--- src/rtl/mem_access_ctrl_if.sv ---
// ---------------------------------------------------------------------------
// mem_access_ctrl_if
//   Word-wide data memory bus between the load/store sequencer (master) and
//   the data memory (slave).
//
//   mem_valid  master -> slave  bus request, held until mem_ready
//   mem_we     master -> slave  1 = write, 0 = read
//   mem_addr   master -> slave  word-aligned byte address
//   mem_wdata  master -> slave  write word
//   mem_rdata  slave -> master  read word, valid with mem_ready
//   mem_ready  slave -> master  completion of the current request
// ---------------------------------------------------------------------------
interface mem_access_ctrl_if;
   logic        mem_valid;
   logic        mem_we;
   logic [31:0] mem_addr;
   logic [31:0] mem_wdata;
   logic [31:0] mem_rdata;
   logic        mem_ready;

   modport master (
      output mem_valid, mem_we, mem_addr, mem_wdata,
      input  mem_rdata, mem_ready
   );

   modport slave (
      input  mem_valid, mem_we, mem_addr, mem_wdata,
      output mem_rdata, mem_ready
   );
endinterface

--- src/rtl/mem_access_ctrl.sv ---
// ---------------------------------------------------------------------------
// mem_access_ctrl
//   Multicycle load/store sequencer between the core memory stage and a
//   word-wide data memory bus. Loads and SW take one bus access; SB/SH do a
//   read-modify-write using the external byte/halfword stager. Each accepted
//   request produces exactly one resp_valid pulse; misaligned or unsupported
//   accesses and bus timeouts complete with resp_err.
//
//   clk, resetn          clock, synchronous active-low reset
//   req_*                core request (accepted only while req_ready)
//   resp_*               one-cycle completion pulse with load data / error
//   mem                  data memory bus (master side)
//   stg_data_in          captured read word to the stager
//   stg_write_data       latched store source value
//   stg_offset           latched byte offset addr[1:0]
//   stg_funct3           latched funct3
//   stg_load_data        stager output: extended load word
//   stg_store_data       stager output: merged store word
// ---------------------------------------------------------------------------
module mem_access_ctrl #(
   parameter int unsigned TIMEOUT_CYCLES = 256,
   parameter int unsigned TO_WIDTH       = 9
) (
   input  logic                     clk,
   input  logic                     resetn,

   input  logic                     req_valid,
   output logic                     req_ready,
   input  logic                     req_we,
   input  logic [2:0]               req_funct3,
   input  logic [31:0]              req_addr,
   input  logic [31:0]              req_wdata,

   output logic                     resp_valid,
   output logic [31:0]              resp_rdata,
   output logic                     resp_err,

   mem_access_ctrl_if.master        mem,

   output logic [31:0]              stg_data_in,
   output logic [31:0]              stg_write_data,
   output logic [1:0]               stg_offset,
   output logic [2:0]               stg_funct3,
   input  logic [31:0]              stg_load_data,
   input  logic [31:0]              stg_store_data
);

   localparam logic [1:0] ST_IDLE  = 2'd0;
   localparam logic [1:0] ST_READ  = 2'd1;
   localparam logic [1:0] ST_WRITE = 2'd2;
   localparam logic [1:0] ST_RESP  = 2'd3;

   localparam logic [2:0] F3_B  = 3'b000;
   localparam logic [2:0] F3_H  = 3'b001;
   localparam logic [2:0] F3_W  = 3'b010;
   localparam logic [2:0] F3_BU = 3'b100;
   localparam logic [2:0] F3_HU = 3'b101;

   // Counter value in the last allowed wait cycle; a cycle that ends here
   // without mem_ready aborts the access.
   localparam logic [TO_WIDTH-1:0] TO_LAST =
      (TIMEOUT_CYCLES == 0) ? '0 : TO_WIDTH'(TIMEOUT_CYCLES - 1);

   logic [1:0]          state_q,  state_d;
   logic [31:0]         addr_q,   addr_d;
   logic [31:0]         wdata_q,  wdata_d;
   logic [2:0]          funct3_q, funct3_d;
   logic                we_q,     we_d;
   logic                err_q,    err_d;
   logic [31:0]         rdata_q,  rdata_d;
   logic [TO_WIDTH-1:0] to_cnt_q, to_cnt_d;

   logic req_legal;
   logic bus_active;
   logic timeout_hit;

   // Legality of the incoming request: supported funct3 for the direction
   // and natural alignment for halfword/word.
   always_comb begin
      // NOTE: every signal assigned in always_comb gets a default first so no latch is inferred.
      req_legal = 1'b0;
      case (req_funct3)
         F3_B:    req_legal = 1'b1;
         F3_H:    req_legal = !req_addr[0];
         F3_W:    req_legal = (req_addr[1:0] == 2'b00);
         F3_BU:   req_legal = !req_we;
         F3_HU:   req_legal = !req_we && !req_addr[0];
         default: req_legal = 1'b0;
      endcase
   end

   assign bus_active  = (state_q == ST_READ) || (state_q == ST_WRITE);
   // mem_ready in the final cycle takes priority over the abort.
   assign timeout_hit = (TIMEOUT_CYCLES != 0) && !mem.mem_ready && (to_cnt_q == TO_LAST);

   always_comb begin
      state_d  = state_q;
      addr_d   = addr_q;
      wdata_d  = wdata_q;
      funct3_d = funct3_q;
      we_d     = we_q;
      err_d    = err_q;
      rdata_d  = rdata_q;
      to_cnt_d = to_cnt_q;

      case (state_q)
         ST_IDLE: begin
            if (req_valid) begin
               addr_d   = req_addr;
               wdata_d  = req_wdata;
               funct3_d = req_funct3;
               we_d     = req_we;
               err_d    = !req_legal;
               to_cnt_d = '0;
               if (!req_legal)
                  state_d = ST_RESP;
               else if (req_we && req_funct3 == F3_W)
                  state_d = ST_WRITE;
               else
                  state_d = ST_READ;   // loads and the read half of SB/SH
            end
         end

         ST_READ: begin
            if (mem.mem_ready) begin
               rdata_d  = mem.mem_rdata;
               to_cnt_d = '0;
               state_d  = we_q ? ST_WRITE : ST_RESP;
            end else if (timeout_hit) begin
               // SB/SH abort here too, so memory is left untouched.
               err_d   = 1'b1;
               state_d = ST_RESP;
            end else begin
               to_cnt_d = to_cnt_q + 1'b1;
            end
         end

         ST_WRITE: begin
            if (mem.mem_ready) begin
               state_d = ST_RESP;
            end else if (timeout_hit) begin
               err_d   = 1'b1;
               state_d = ST_RESP;
            end else begin
               to_cnt_d = to_cnt_q + 1'b1;
            end
         end

         default: begin   // ST_RESP
            state_d = ST_IDLE;
         end
      endcase
   end

   always_ff @(posedge clk) begin
      // NOTE: sequential state uses non-blocking assignments so all flops update from pre-edge values.
      if (!resetn) begin
         state_q  <= ST_IDLE;
         addr_q   <= '0;
         wdata_q  <= '0;
         funct3_q <= '0;
         we_q     <= 1'b0;
         err_q    <= 1'b0;
         rdata_q  <= '0;
         to_cnt_q <= '0;
      end else begin
         state_q  <= state_d;
         addr_q   <= addr_d;
         wdata_q  <= wdata_d;
         funct3_q <= funct3_d;
         we_q     <= we_d;
         err_q    <= err_d;
         rdata_q  <= rdata_d;
         to_cnt_q <= to_cnt_d;
      end
   end

   // Bus outputs are pure functions of registered state, so they cannot move
   // while a request waits for mem_ready.
   assign mem.mem_valid = bus_active;
   assign mem.mem_we    = (state_q == ST_WRITE);
   assign mem.mem_addr  = bus_active ? {addr_q[31:2], 2'b00} : '0;
   // SW writes the source word directly; SB/SH write the stager's merge of
   // the captured read word, which is stable because its inputs are latched.
   assign mem.mem_wdata = (state_q != ST_WRITE) ? '0 :
                          (funct3_q == F3_W)    ? wdata_q : stg_store_data;

   assign req_ready  = (state_q == ST_IDLE);
   assign resp_valid = (state_q == ST_RESP);
   assign resp_err   = (state_q == ST_RESP) && err_q;
   // rdata_q is written on the edge into RESP, so the stager output built
   // from it is settled for the whole RESP cycle.
   assign resp_rdata = ((state_q == ST_RESP) && !err_q && !we_q) ? stg_load_data : '0;

   assign stg_data_in    = rdata_q;
   assign stg_write_data = wdata_q;
   assign stg_offset     = addr_q[1:0];
   assign stg_funct3     = funct3_q;

endmodule

--- src/flat_wrapper.sv ---
// flat-port wrapper written by rule: the top's interface ports become plain ports
module mem_access_ctrl_flat 
#(
   parameter int unsigned TIMEOUT_CYCLES = 256,
   parameter int unsigned TO_WIDTH       = 9
)
  (clk, resetn, req_valid, req_ready, req_we, req_funct3, req_addr, req_wdata, resp_valid, resp_rdata, resp_err, stg_data_in, stg_write_data, stg_offset, stg_funct3, stg_load_data, stg_store_data, mem_mem_valid, mem_mem_we, mem_mem_addr, mem_mem_wdata, mem_mem_rdata, mem_mem_ready);
  mem_access_ctrl_if mem_i ();
  input  logic clk;
  input  logic resetn;
  input  logic req_valid;
  output logic req_ready;
  input  logic req_we;
  input  logic [2:0] req_funct3;
  input  logic [31:0] req_addr;
  input  logic [31:0] req_wdata;
  output logic resp_valid;
  output logic [31:0] resp_rdata;
  output logic resp_err;
  output logic [31:0] stg_data_in;
  output logic [31:0] stg_write_data;
  output logic [1:0] stg_offset;
  output logic [2:0] stg_funct3;
  input  logic [31:0] stg_load_data;
  input  logic [31:0] stg_store_data;
  output wire logic [$bits(mem_i.mem_valid)-1:0] mem_mem_valid;
  output wire logic [$bits(mem_i.mem_we)-1:0] mem_mem_we;
  output wire logic [$bits(mem_i.mem_addr)-1:0] mem_mem_addr;
  output wire logic [$bits(mem_i.mem_wdata)-1:0] mem_mem_wdata;
  input wire logic [$bits(mem_i.mem_rdata)-1:0] mem_mem_rdata;
  input wire logic [$bits(mem_i.mem_ready)-1:0] mem_mem_ready;
  assign mem_mem_valid = mem_i.mem_valid;
  assign mem_mem_we = mem_i.mem_we;
  assign mem_mem_addr = mem_i.mem_addr;
  assign mem_mem_wdata = mem_i.mem_wdata;
  assign mem_i.mem_rdata = mem_mem_rdata;
  assign mem_i.mem_ready = mem_mem_ready;
  mem_access_ctrl #(.TIMEOUT_CYCLES(TIMEOUT_CYCLES), .TO_WIDTH(TO_WIDTH)) u_core (.clk(clk), .resetn(resetn), .req_valid(req_valid), .req_ready(req_ready), .req_we(req_we), .req_funct3(req_funct3), .req_addr(req_addr), .req_wdata(req_wdata), .resp_valid(resp_valid), .resp_rdata(resp_rdata), .resp_err(resp_err), .mem(mem_i), .stg_data_in(stg_data_in), .stg_write_data(stg_write_data), .stg_offset(stg_offset), .stg_funct3(stg_funct3), .stg_load_data(stg_load_data), .stg_store_data(stg_store_data));
endmodule
--- config.mk ---
export PLATFORM = sky130hd
export DESIGN_NAME = mem_access_ctrl_flat
export DESIGN_NICKNAME = d
export VERILOG_FILES = /design/src/rtl/mem_access_ctrl_if.sv /design/src/rtl/mem_access_ctrl.sv /design/src/flat_wrapper.sv
export SDC_FILE = /design/constraint.sdc
export NUM_CORES = 1
export LEC_CHECK = 0
export ABC_CLOCK_PERIOD_IN_PS = 6500
export CORE_AREA = 2 2 130 132
export CTS_BUF_LIST = sky130_fd_sc_hd__clkbuf_2
export DETAILED_ROUTE_END_ITERATION = 8
export DIE_AREA = 0 0 132 134
export GPL_TIMING_DRIVEN = 1
export PLACE_DENSITY = 0.74
export SYNTH_ARGS = -nofsm -noshare
export SYNTH_HDL_FRONTEND = slang
export SYNTH_SLANG_ARGS = --single-unit
--- constraint.sdc ---
create_clock -name clk -period 6.5 [get_ports clk]
set_clock_uncertainty 0.2 [all_clocks]
set_input_delay 1.3 -clock clk [delete_from_list [all_inputs] [get_ports clk]]
set_output_delay 1.3 -clock clk [all_outputs]
set_load 0.02 [all_outputs]
==> impl_results.md <==
* Crit path largest cell delay at 810 ps
* Final setup viols at 0
* Yosys Warn Count at 0
* Asr flop ratio synth at 0
* Crit. End Element: output port
* Post-synthesis mux area share at 0.006458
* Switching Power at 0.001005 W
* Ports at 338
* Num CTS Buffers at 9
* Core Box Area at 0.01629 mm^2
* First-pass GRT wire length at 28300 um
* Clock-pin transition on the worst setup and hold timing paths at 300 ps
* Xor and xnor fraction of the mapped netlist area at 0.004843
* Area grow syn2layout at 65.41%
* IO buf count at 335
* CP required at 5000 ps
* Synth Area in Compound Gates at 0.2173
* CP Cell Sequence: nor2_1, nand2_1, nand2_1, a21boi_0, clkdlybuf4s50_1
* FF-to-FF End: u_core.to_cnt_q[4]
* Post-route ant nets at 0
* CTS root buffer: clkbuf_2
* RSZ-0062 raised after global routing: false
* CP Class: flip-flop to output port
* CP startpoint: u_core.stg_funct3[2]
* Vias at 5691
* Final period util at 0.7107
* Synth top area share at 0.4133
* Largest net degree at the start of global routing at 70
* Crit path to: mem_mem_wdata[4]
* Number of global-route vias before repair at 5320
* Fmax at 216.5 MHz
* Hold buffer count at CTS at 0
* DRT iter0 DRCs at between 200 and 300
* Post-synthesis instance area at 0.005425 mm^2
* Largest fanout on the critical path at 32
* GRT met1 Usage at 0.2388
* H-tree levels at 3
* FF+latch count, synth at 112
* Tightest hold margin at between 200 and 300 ps
* Pre-antenna DRT Iters at 4
* PD cells at between 200 and 300 mW/mm^2
* GR Util met3 at 0.07596
* Clock Power Share at 0.122
* DR DRC count at 0
* Simple-gate area share of the yosys netlist at 0.2964
* Layout Nets at 1188
* Die width at between 100 and 150 um
* Post-Route WL at 18390 um
* Sequential share of power at 0.361
* Sequential fraction of the synthesis area at 0.4133
* Startpoint types: flip-flop
* Slew headroom at 0.2405
* Worst slew pin tran at 1136 ps
* Post-route minimum period at about 4600 ps
* Initial antenna violation count at 1
* Clk sink count at 112
* CTS resizes at 0
* Final Hold Fails at 0
* Post-DP HPWL at 13410 um
* Slowest CP cell: nand2_1
* Hold crit path type: flip-flop to flip-flop
* Clk_lat worst skew at 590 ps
* Global route total overflow at 0
* Final Max Tran Viols at 0
* Lkg Pwr at around 3.2 nW
* Synth Instances at 715
* Sw frac at 0.4182
* Number of fill cells at 1604
* CTS tree: yes
* VDD IR max at 0.1673 mV
* GRT busiest layer: met2
* Syn avg cell area at 7.588 um^2
* Largest family of logic cells by synthesized area: simple AND/OR/NAND/NOR gates
* CP most frequent cell: nand2_1
* Via-to-Cell Ratio at 4.593
* Setup Fix Bufs, Post-CTS at 0
* Global router's overall resource usage at 0.1989
* Yosys top cell by area: dfxtp_1
* EDFF count, synth at 0
* R2r setup slk at 3910 ps
* Std cell rows at 47
* Max clock buf depth at 2
* Fraction of layout cells with a size suffix above 1 at 0.02750
* Initial core utilization at 0.3331
* Top_reg_cell synth: dfxtp_1
* Outcome: completed
* Logic gate share of total power at 0.517
* Die area at approximately 0.018 mm^2
* Die height at 134 um
* Synth unique cells at 40
* Critical Path AT at 3120 ps
* Post-synthesis adder-cell area fraction at 0.01614
* Total negative slack at 0 ps
* Maxcap violations at 0
* Met2 Use GR at 0.3307
* Worst R2R Start: u_core.to_cnt_q[2]
* GP Congestion at 0.7718
* Reg2Reg Depth at 8
* Internal power at 0.001397 W
* WL per Instance at 14.85 um
* Area contributors post-synth: dfxtp_1, nand2_1, a21boi_0
stage by stage:
stage | setup WS (ps) | instances | area, um^2 | util | power [W]
4_1_cts | 1776 | 1238 | 8971 | 0.5507 | 0.002442
2_1_floorplan | 3147 | 716 | 5429 | - | 0.001560
5_1_grt | 1581 | 1239 | 8974 | 0.5509 | 0.002574
3_5_place_dp | 2105 | 1222 | 8877 | 0.5450 | 0.002137
3_3_place_gp | 2106 | 1222 | 8877 | 0.5450 | 0.002125
6_report | 1880 | 1239 | 8974 | 0.5509 | 0.002402
power by group through the flow:
stage | Clock (W) | Combinational [W] | Sequential, W
6_report | 0.000293 | 0.00124 | 0.000868
5_1_grt | 0.000341 | 0.00135 | 0.000884
4_1_cts | 0.000314 | 0.00126 | 0.000869
3_5_place_dp | 0 | 0.00125 | 0.000883
3_3_place_gp | 0 | 0.00125 | 0.000877
2_1_floorplan | 0 | 0.000622 | 0.000938
worst max-delay path, delay by kind of cell, from the launching register on:
family,cells,cell delay (ps)
buffers and inverters,1,690
and+or+nand+nor,3,980
AOI/OAI and AO/OA,1,400
DFF,1,430
synthesized netlist by cell type (all sizes together), types with 2 or more instances:
cell type  count
o211ai         2
clkbuf        46
o31ai          3
inv            4
dfxtp        112
a41oi          2
or3            2
xnor2          2
ha             7
a21oi          8
o21ai          6
a21boi       132
buf            9
or4            2
nor2          10
nand3          2
a211oi         3
nand2b         3
mux2i          2
and2          66
nor3           2
nand2        276
layout make-up:
class	count	area [um^2]	area share
tap	220	275.3	0.03067
sequential	112	2242	0.2499
inverter	4	15.01	0.001673
clock buffer	10	50.05	0.005577
timing repair buffer	341	3393	0.3781
clock inverter	6	43.79	0.004880
multi-input combinational	545	2952	0.3289
antenna	1	2.502	0.0002789
kinds of logic (layout without fill, tap and decap cells):
family | Yosys count | in the layout
xor gates and xnor gates | 3 | 3
buffers and inverters | 59 | 361
and+or+nand+nor | 369 | 369
muxes | 3 | 3
AOI/OAI and AO/OA | 161 | 161
adders and majority gates | 7 | 7
DFF | 112 | 112
other | 1 | 3
per-layer routing:
| layer | vias up | part of all wire |
|---|---|---|
| met5 | - | 0 |
| met4 | 0 | 0.020 |
| met3 | 24 | 0.086 |
| met2 | 205 | 0.46 |
| met1 | 2564 | 0.43 |
| li1 | 2898 | - |
worst min path at each step:
stage / to / cells after the start / startpoint
5_1_grt: u_core.addr_q[5] / 2 / u_core.addr_q[5]
6_report: u_core.addr_q[8] / 2 / u_core.addr_q[8]
4_1_cts: u_core.addr_q[20] / 2 / u_core.addr_q[20]
3_3_place_gp: u_core.addr_q[31] / 2 / u_core.addr_q[31]
3_5_place_dp: u_core.addr_q[8] / 2 / u_core.addr_q[8]
2_1_floorplan: u_core.addr_q[10] / 2 / u_core.addr_q[10]
state kept, by name (all words and copies together), names as in the netlist:
register,flops
u_core.stg_funct3,3
u_core.addr_q,32
u_core.to_cnt_q,9
u_core.stg_data_in,32
u_core.err_q,1
u_core.stg_write_data,32
u_core.state_q,2
u_core.we_q,1
placed cells by master (no fill, tap or decap), types with 2 or more instances in the layout:
| cell type | n |
|---|---|
| clkdlybuf4s50_1 | 334 |
| nand2_1 | 275 |
| a21boi_0 | 132 |
| dfxtp_1 | 112 |
| and2_1 | 65 |
| nor2_1 | 10 |
| clkbuf_2 | 10 |
| a21oi_1 | 8 |
| ha_1 | 7 |
| buf_4 | 6 |
| o21ai_0 | 5 |
| inv_1 | 4 |
| nand2b_1 | 3 |
| o31ai_1 | 3 |
| a211oi_1 | 3 |
| a41oi_1 | 2 |
| mux2i_1 | 2 |
| nand3_1 | 2 |
| xnor2_1 | 2 |
| o211ai_1 | 2 |
| nor3_1 | 2 |
| or4_1 | 2 |
| conb_1 | 2 |
| clkinv_4 | 2 |
| inv_6 | 2 |
No activity file was read; power rests on OpenSTA's default activity.
